**src/rtl/comp_seq_pkg.sv**
```systemverilog
// ---------------------------------------------------------------------------
// comp_seq_pkg
// Shared types and defaults for the compressor job sequencer slice.
//   seq_state_t            : sequencer FSM state encoding
//   IMG_ID_W_DEFAULT       : default image index width (8 stored images)
//   TIMEOUT_CYCLES_DEFAULT : default watchdog limit in idle RUN cycles
// ---------------------------------------------------------------------------
package comp_seq_pkg;

    localparam int IMG_ID_W_DEFAULT       = 3;
    localparam int TIMEOUT_CYCLES_DEFAULT = 65535;

    typedef enum logic [2:0] {
        IDLE  = 3'd0,
        LOAD  = 3'd1,
        RUN   = 3'd2,
        PAUSE = 3'd3,
        DONE  = 3'd4,
        ERR   = 3'd5
    } seq_state_t;

endpackage

```
**src/rtl/comp_job_fifo.sv**
```systemverilog
// ---------------------------------------------------------------------------
// comp_job_fifo
// Small synchronous FIFO holding queued image-compression job indices.
// Ports:
//   clk, rst_n  : clock, asynchronous active-low reset
//   push, wdata : enqueue request and data (dropped when full)
//   pop         : dequeue request (ignored when empty)
//   flush       : empties the FIFO; wins over push and pop
//   rdata       : head entry (valid when not empty)
//   full, empty : occupancy flags
//   level       : number of stored entries
// DEPTH must be a power of two so the pointers wrap naturally.
// ---------------------------------------------------------------------------
module comp_job_fifo #(
    parameter int DEPTH = 4,
    parameter int WIDTH = 3
) (
    input  logic                           clk,
    input  logic                           rst_n,
    input  logic                           push,
    input  logic                           pop,
    input  logic                           flush,
    input  logic [WIDTH-1:0]               wdata,
    output logic [WIDTH-1:0]               rdata,
    output logic                           full,
    output logic                           empty,
    output logic [$clog2(DEPTH+1)-1:0]     level
);

    localparam int PTR_W = $clog2(DEPTH);
    localparam int LVL_W = $clog2(DEPTH+1);

    logic [WIDTH-1:0] mem [DEPTH];
    logic [PTR_W-1:0] wptr;
    logic [PTR_W-1:0] rptr;
    logic             push_ok;
    logic             pop_ok;

    assign full    = (level == LVL_W'(DEPTH));
    assign empty   = (level == '0);
    assign push_ok = push && !full && !flush;
    assign pop_ok  = pop && !empty && !flush;
    assign rdata   = mem[rptr];

    // Storage array: written only on an accepted push, no reset needed
    // because level/empty gate every read of it.
    always_ff @(posedge clk) begin
        if (push_ok) begin
            mem[wptr] <= wdata;
        end
    end

    // Pointers and occupancy; a simultaneous push and pop leaves the
    // level unchanged while both pointers advance.
    always_ff @(posedge clk or negedge rst_n) begin
        if (!rst_n) begin
            wptr  <= '0;
            rptr  <= '0;
            level <= '0;
        end else if (flush) begin
            wptr  <= '0;
            rptr  <= '0;
            level <= '0;
        end else begin
            if (push_ok) begin
                wptr <= wptr + PTR_W'(1);
            end
            if (pop_ok) begin
                rptr <= rptr + PTR_W'(1);
            end
            case ({push_ok, pop_ok})
                2'b10:   level <= level + LVL_W'(1);
                2'b01:   level <= level - LVL_W'(1);
                default: level <= level;
            endcase
        end
    end

endmodule

```
**src/rtl/compressor_job_sequencer.sv**
```systemverilog
// ---------------------------------------------------------------------------
// compressor_job_sequencer
// Pops queued image-compression jobs in order and drives the compressor
// enable / image select, pausing on memory-full and timing out stalled jobs.
// Ports:
//   HCLK, HRESETn           : bus clock, asynchronous active-low reset
//   job_push, job_id        : enqueue strobe and image index
//   job_ready, queue_level  : queue not full, number of queued jobs
//   abort                   : flush queue and stop current job
//   comp_enable, comp_img_sel : registered compressor controls
//   comp_valid_out          : compressor produced a word (feeds watchdog)
//   comp_image_done         : active image fully written (pulse)
//   mem_full                : compressed memory full (level)
//   busy                    : FSM not in IDLE
//   job_done, done_id       : completion pulse and held completed index
//   timeout_err             : watchdog expiry pulse
// Optional build macro COMP_SEQ_STATS_EN adds last_job_cycles[31:0], the
// RUN+PAUSE cycle count of the most recently completed job.
// ---------------------------------------------------------------------------
module compressor_job_sequencer
    import comp_seq_pkg::*;
#(
    parameter int QUEUE_DEPTH    = 4,
    parameter int IMG_ID_W       = IMG_ID_W_DEFAULT,
    parameter int TIMEOUT_CYCLES = TIMEOUT_CYCLES_DEFAULT
) (
    input  logic                               HCLK,
    input  logic                               HRESETn,
    input  logic                               job_push,
    input  logic [IMG_ID_W-1:0]                job_id,
    output logic                               job_ready,
    output logic [$clog2(QUEUE_DEPTH+1)-1:0]   queue_level,
    input  logic                               abort,
    output logic                               comp_enable,
    output logic [IMG_ID_W-1:0]                comp_img_sel,
    input  logic                               comp_valid_out,
    input  logic                               comp_image_done,
    input  logic                               mem_full,
    output logic                               busy,
    output logic                               job_done,
    output logic [IMG_ID_W-1:0]                done_id,
    output logic                               timeout_err
`ifdef COMP_SEQ_STATS_EN
    ,
    output logic [31:0]                        last_job_cycles
`endif
);

    localparam logic [15:0] TIMEOUT_LIMIT = 16'(TIMEOUT_CYCLES);

    seq_state_t          state;
    seq_state_t          state_next;
    logic                q_full;
    logic                q_empty;
    logic                q_pop;
    logic [IMG_ID_W-1:0] head_id;
    logic [15:0]         watchdog;
    logic [15:0]         watchdog_inc;
    logic                wd_expire;

    assign job_ready = !q_full;
    assign busy      = (state != IDLE);
    assign q_pop     = (state == LOAD) && !abort;

    // A push coinciding with abort is discarded by the flush inside the FIFO.
    comp_job_fifo #(
        .DEPTH (QUEUE_DEPTH),
        .WIDTH (IMG_ID_W)
    ) u_fifo (
        .clk   (HCLK),
        .rst_n (HRESETn),
        .push  (job_push),
        .pop   (q_pop),
        .flush (abort),
        .wdata (job_id),
        .rdata (head_id),
        .full  (q_full),
        .empty (q_empty),
        .level (queue_level)
    );

    // The watchdog saturates; expiry is judged on the value it would take
    // this cycle, so exactly TIMEOUT_CYCLES idle RUN cycles trigger ERR.
    assign watchdog_inc = (watchdog == 16'hFFFF) ? watchdog : watchdog + 16'd1;
    assign wd_expire    = !comp_valid_out && (watchdog_inc >= TIMEOUT_LIMIT);

    // Next-state logic. comp_image_done is still honoured while paused, since
    // the image may complete with the memory reporting full; abort overrides.
    always_comb begin
        state_next = state;
        case (state)
            IDLE:    if (!q_empty) state_next = LOAD;
            LOAD:    state_next = RUN;
            RUN: begin
                if (comp_image_done)  state_next = DONE;
                else if (mem_full)    state_next = PAUSE;
                else if (wd_expire)   state_next = ERR;
            end
            PAUSE: begin
                if (comp_image_done)  state_next = DONE;
                else if (!mem_full)   state_next = RUN;
            end
            DONE:    state_next = q_empty ? IDLE : LOAD;
            ERR:     state_next = IDLE;
            default: state_next = IDLE;
        endcase
        if (abort) begin
            state_next = IDLE;
        end
    end

    // State register plus outputs registered from the next state, so
    // comp_enable/job_done/timeout_err line up with the state they describe.
    always_ff @(posedge HCLK or negedge HRESETn) begin
        if (!HRESETn) begin
            state        <= IDLE;
            comp_enable  <= 1'b0;
            comp_img_sel <= '0;
            job_done     <= 1'b0;
            done_id      <= '0;
            timeout_err  <= 1'b0;
        end else begin
            state       <= state_next;
            comp_enable <= (state_next == RUN);
            job_done    <= (state_next == DONE);
            timeout_err <= (state_next == ERR);
            if (q_pop) begin
                comp_img_sel <= head_id;
            end
            if (state_next == DONE) begin
                done_id <= comp_img_sel;
            end
        end
    end

    // Watchdog: held in PAUSE, counts idle RUN cycles, zero everywhere else
    // (so every fresh RUN entry from LOAD starts at zero).
    always_ff @(posedge HCLK or negedge HRESETn) begin
        if (!HRESETn) begin
            watchdog <= '0;
        end else if (abort || (state != RUN && state != PAUSE)) begin
            watchdog <= '0;
        end else if (state == RUN) begin
            watchdog <= comp_valid_out ? 16'd0 : watchdog_inc;
        end
    end

`ifdef COMP_SEQ_STATS_EN
    logic [31:0] stat_cnt;
    logic [31:0] stat_inc;

    assign stat_inc = (stat_cnt == 32'hFFFF_FFFF) ? stat_cnt : stat_cnt + 32'd1;

    // Job length counter: restarts in LOAD, counts RUN and PAUSE cycles and
    // publishes the total (including the finishing cycle) on entry to DONE.
    always_ff @(posedge HCLK or negedge HRESETn) begin
        if (!HRESETn) begin
            stat_cnt        <= '0;
            last_job_cycles <= '0;
        end else begin
            if (state == LOAD) begin
                stat_cnt <= '0;
            end else if (state == RUN || state == PAUSE) begin
                stat_cnt <= stat_inc;
            end
            if (state_next == DONE) begin
                last_job_cycles <= stat_inc;
            end
        end
    end
`endif

endmodule

```
**config.mk**
```make
export PLATFORM = sky130hd
export DESIGN_NAME = compressor_job_sequencer
export DESIGN_NICKNAME = d
export VERILOG_FILES = /design/src/rtl/comp_seq_pkg.sv /design/src/rtl/comp_job_fifo.sv /design/src/rtl/compressor_job_sequencer.sv
export SDC_FILE = /design/constraint.sdc
export NUM_CORES = 1
export LEC_CHECK = 0
export CAP_MARGIN = 0
export CORE_MARGIN = 5
export CORE_UTILIZATION = 34
export DETAILED_ROUTE_END_ITERATION = 10
export GPL_ROUTABILITY_DRIVEN = 0
export SYNTH_ARGS = -nofsm -noshare
export SYNTH_HDL_FRONTEND = slang
export SYNTH_HIERARCHICAL = 1
export SYNTH_SLANG_ARGS = --single-unit
```
**constraint.sdc**
```tcl
create_clock -name HCLK -period 2.85 [get_ports HCLK]
set_clock_uncertainty 0.15 [all_clocks]
set_input_delay 0.285 -clock HCLK [delete_from_list [all_inputs] [get_ports HCLK]]
set_output_delay 0.285 -clock HCLK [all_outputs]
set_load 0.05 [all_outputs]
```
==> out/results.txt <==
Dividing the detail-routed via count by the number of cells gives 5.54. The count of cells in the finished layout, fillers not included, comes to 390. STA classifies the critical path startpoint as a flop.

Count of nets after finishing: 303. TritonCTS built the clock tree. The tools report the total inserted antenna cells as 0. The area growth from synthesis to layout is 15.1%.

The leading cell type by number of instances after synthesis is sky130_fd_sc_hd__dfrtp_1. Height of the die: 99.9 um. In this run the tool buffered the top-level ports with 23 buffer cells. Adding up every negative setup slack in the final design gives 0 ns. After synthesis, the netlist uses 67 different library cells. Following the worst setup path forward leads to its endpoint at state[2]$_DFF_PN0_. The run gives 0.00171 W as the power after layout. Total global-route track usage: 0.131.

After clock tree synthesis, the clock-pin slew on the worst setup and hold paths is 0.10 ns. The synthesized netlist net count came out at 278. The CTS sink count is 47. The cell area power density works out to 541 mW/mm^2.

The mapped netlist covers 0.00275 mm^2. The element type at the critical path end is a flop. The logs give 0 for the aggregate global routing overflow and 0 for the count of unresolved DRC violations after routing. In this run the critical register-to-register path is captured at state[2]$_DFF_PN0_. The gate count after technology mapping is 262, and the count of flip-flops with a built-in enable after synthesis is 12. The final route contains 2162 vias.

The startpoint of the worst-slack reg-to-reg timing path was watchdog[0]$_DFFE_PN0P_. The tools report the number of levels in the clock H-tree as 2. The clock reaches the later pin of the worst-skew pair after 0.31 ns. The number of slew-limit violations in the final report came out at 0. The clock passes through at most 2 buffers.

Fill cells in the final layout number 769. The number of flip-flops and latches in the synthesized netlist is 47, and the starting utilization of the core area is 0.352. For this run, the leading register cell type out of synthesis is sky130_fd_sc_hd__dfrtp_1. The run gives 0 as the final-report hold violation count. The run finished with clean final reports. The tool flagged a number of max-cap violations equal to 0. In this run the worst path has a maximum fanout of 10.

The biggest area contributor in the post-synthesis netlist is sky130_fd_sc_hd__dfrtp_1. The run gives 0.405 as the post-layout utilization of the core. X dimension of the die: 99.9 um.

The analysis attributes to cell leakage a power of 1.25 nW. For the worst setup path, the data arrival time is 2.74 ns. Setup violations remaining at the end of the flow were counted as 0.

In this run the register-to-register setup slack is 0.22 ns. The number of placed instances, taps included, is 381. In this run the core area contains 32 standard-cell rows. The core region is 0.00781 mm^2. The floorplan step defined a die boundary enclosing 0.00998 mm^2. Entering global routing, the biggest net connects 36 pins. The first-pass detailed-route iteration total was 5. The number of global-route vias before repair was 2136; the CTS buffer count was 5. The post-route clock period utilization was 0.924; the sequential share of the synthesized area was 0.450. The path type of the worst min-delay path is reg2reg.

A synthesized cell averages 10.5 um^2. The tools report the initial antenna violation count as 0. Half-perimeter wire length after placement: 4.46 mm. In the post-synthesis netlist, the biggest area contributors are sky130_fd_sc_hd__dfrtp_1 (32%), sky130_fd_sc_hd__edfxtp_1 (13%), sky130_fd_sc_hd__o21ai_0 (4.2%). In this run the count of I/O pins placed on the die edge is 24. The number of setup buffers added after CTS is 0.

For the worst flop-to-flop path, the logic depth is 8. The detail route stage leaves a number of antenna-violating nets equal to 0. Buffer type at the clock tree root: sky130_fd_sc_hd__clkbuf_8.

Static timing analysis puts the maximum clock frequency at 0.380 GHz. The fraction of post-synthesis cell area in the top cell type by area was 0.319; the post-layout minimum cycle time was 2.63 ns. The Yosys step of the flow raised 6 warnings. IR analysis of the VDD net gives a maximum drop of 0.000370 V.

The first global-routing pass estimated 10.6 mm of wire. The proportion of register bits with asynchronous set or reset after synthesis was 0.745; the required time reported for the critical path endpoint was 2.95 ns. For the pin with the worst max-slew slack, the measured transition is 0.796 ns. The relative slew slack is 0.469. Tracing the worst setup path back leads to its startpoint at watchdog[0]$_DFFE_PN0P_. The detailed-route wire length per cell is 15.8 um, and the share of cells above drive strength 1 is 0.174.

The tools report the detailed-route wire length as 6.16 mm. The detailed router finished its first iteration with 91 violations. Sorting the synthesized cells by how often they occur yields sky130_fd_sc_hd__dfrtp_1 (35), sky130_fd_sc_hd__o21ai_0 (23), sky130_fd_sc_hd__nand2_1 (17). Setup repair after global routing left no endpoint under its margin.

The critical setup path kind is reg2reg.
-- critical path: stages (launching register included) --
cell and delay [ns]:
sky130_fd_sc_hd__dfrtp_1 0.45, sky130_fd_sc_hd__ha_1 0.35, sky130_fd_sc_hd__nand4_4 0.20, sky130_fd_sc_hd__nor2_4 0.27, sky130_fd_sc_hd__a21oi_2 0.11, sky130_fd_sc_hd__xnor2_1 0.14, sky130_fd_sc_hd__a2111o_1 0.39, sky130_fd_sc_hd__nor4_2 0.33
sky130_fd_sc_hd__o211a_1 0.18
-- report_power, final --
part	switching, W	leakage, nW	internal [W]
clock	0.000267	0.0526	0.000189
combinational	0.000283	0.611	0.000171
sequential	0.0000491	0.584	0.000749
total	0.000599	1.25	0.00111
-- flip-flops by register name, summed over array words and instances, names as in the netlist, 2 cells and up --
name / flops
u_fifo/level: 3
done_id: 3
u_fifo/wptr: 2
u_fifo/rptr: 2
state: 3
watchdog: 16
u_fifo/mem: 12
comp_img_sel: 3
-- placed cells by master, fill, tap and decap left out, drive strengths merged, types with 3 or more instances in the layout --
cell | netlist | layout
inv | 7 | 10
edfxtp | 12 | 12
nor3 | 6 | 6
o21ai | 24 | 24
nand3 | 11 | 11
clkbuf | 7 | 5
nand2b | 4 | 4
dfrtp | 35 | 35
mux2 | 7 | 7
a22o | 4 | 4
and3 | 12 | 12
nor3b | 3 | 3
and4 | 4 | 4
nor2 | 16 | 16
clkdlybuf4s50 | 0 | 22
xor2 | 3 | 3
ha | 5 | 5
nand2 | 18 | 18
and2 | 4 | 4
nand4 | 5 | 5
mux4 | 3 | 3
nor4b | 3 | 3
buf | 7 | 10
xnor2 | 4 | 4
a21oi | 14 | 14
a211oi | 3 | 3
a31oi | 13 | 13
-- how the worst min path moves through the flow --
stage                            from  slack, ns                        to  cells after the start
3_5_place_dp                  HRESETn       0.28  watchdog[13]$_DFFE_PN0P_                      1
5_1_grt        done_id[1]$_DFFE_PN0N_       0.40    done_id[1]$_DFFE_PN0N_                      1
3_3_place_gp                  HRESETn       0.28  watchdog[14]$_DFFE_PN0P_                      1
4_1_cts        done_id[0]$_DFFE_PN0N_       0.38    done_id[0]$_DFFE_PN0N_                      1
6_report       done_id[0]$_DFFE_PN0N_       0.37    done_id[0]$_DFFE_PN0N_                      1
2_1_floorplan                 HRESETn      -0.16     comp_enable$_DFF_PN0_                      0
-- cell families (layout without fill, tap and decap cells) --
group	after synthesis	in the layout	share of synthesized area
buf+inv	22	48	0.0560
mux	11	11	0.0569
compound gates	74	74	0.173
flops	47	47	0.450
xor+xnor	7	7	0.0223
simple gates	95	95	0.211
fa+ha+maj	6	6	0.0301
-- stage by stage --
step	instance area, um^2	hold WS (ns)	setup slack (ns)
after detailed placement	3050	0.276	0.115
after floorplan	2750	-0.161	0.317
after CTS	3160	0.377	0.0846
final	3160	0.373	0.217
after global placement	3050	0.278	0.186
after global routing	3160	0.399	0.0321
-- repair_timing --
action	CTS	global route
hold buffers	1	0
resized for setup	0	1
endpoints found under the hold margin	35	0
setup endpoints to repair	0	5
-- per-layer routing --
metal | GRT usage | up-vias | wire length (um)
met5 | 0 | - | 0
met4 | 0.0494 | 0 | 95
met3 | 0.0306 | 9 | 256
met2 | 0.211 | 46 | 3010
met1 | 0.171 | 1073 | 2800
li1 | - | 1034 | -
-- layout make-up --
type	count	area, um^2	area share
timing repair buffer	33	303	0.0958
clock buffer	5	68.8	0.0218
sequential	47	1240	0.391
multi-input combinational	193	1370	0.433
inverter	7	26.3	0.00831
tap	102	128	0.0404
clock inverter	3	31.3	0.00990
Note: power is estimated with default switching activity, not from simulation.
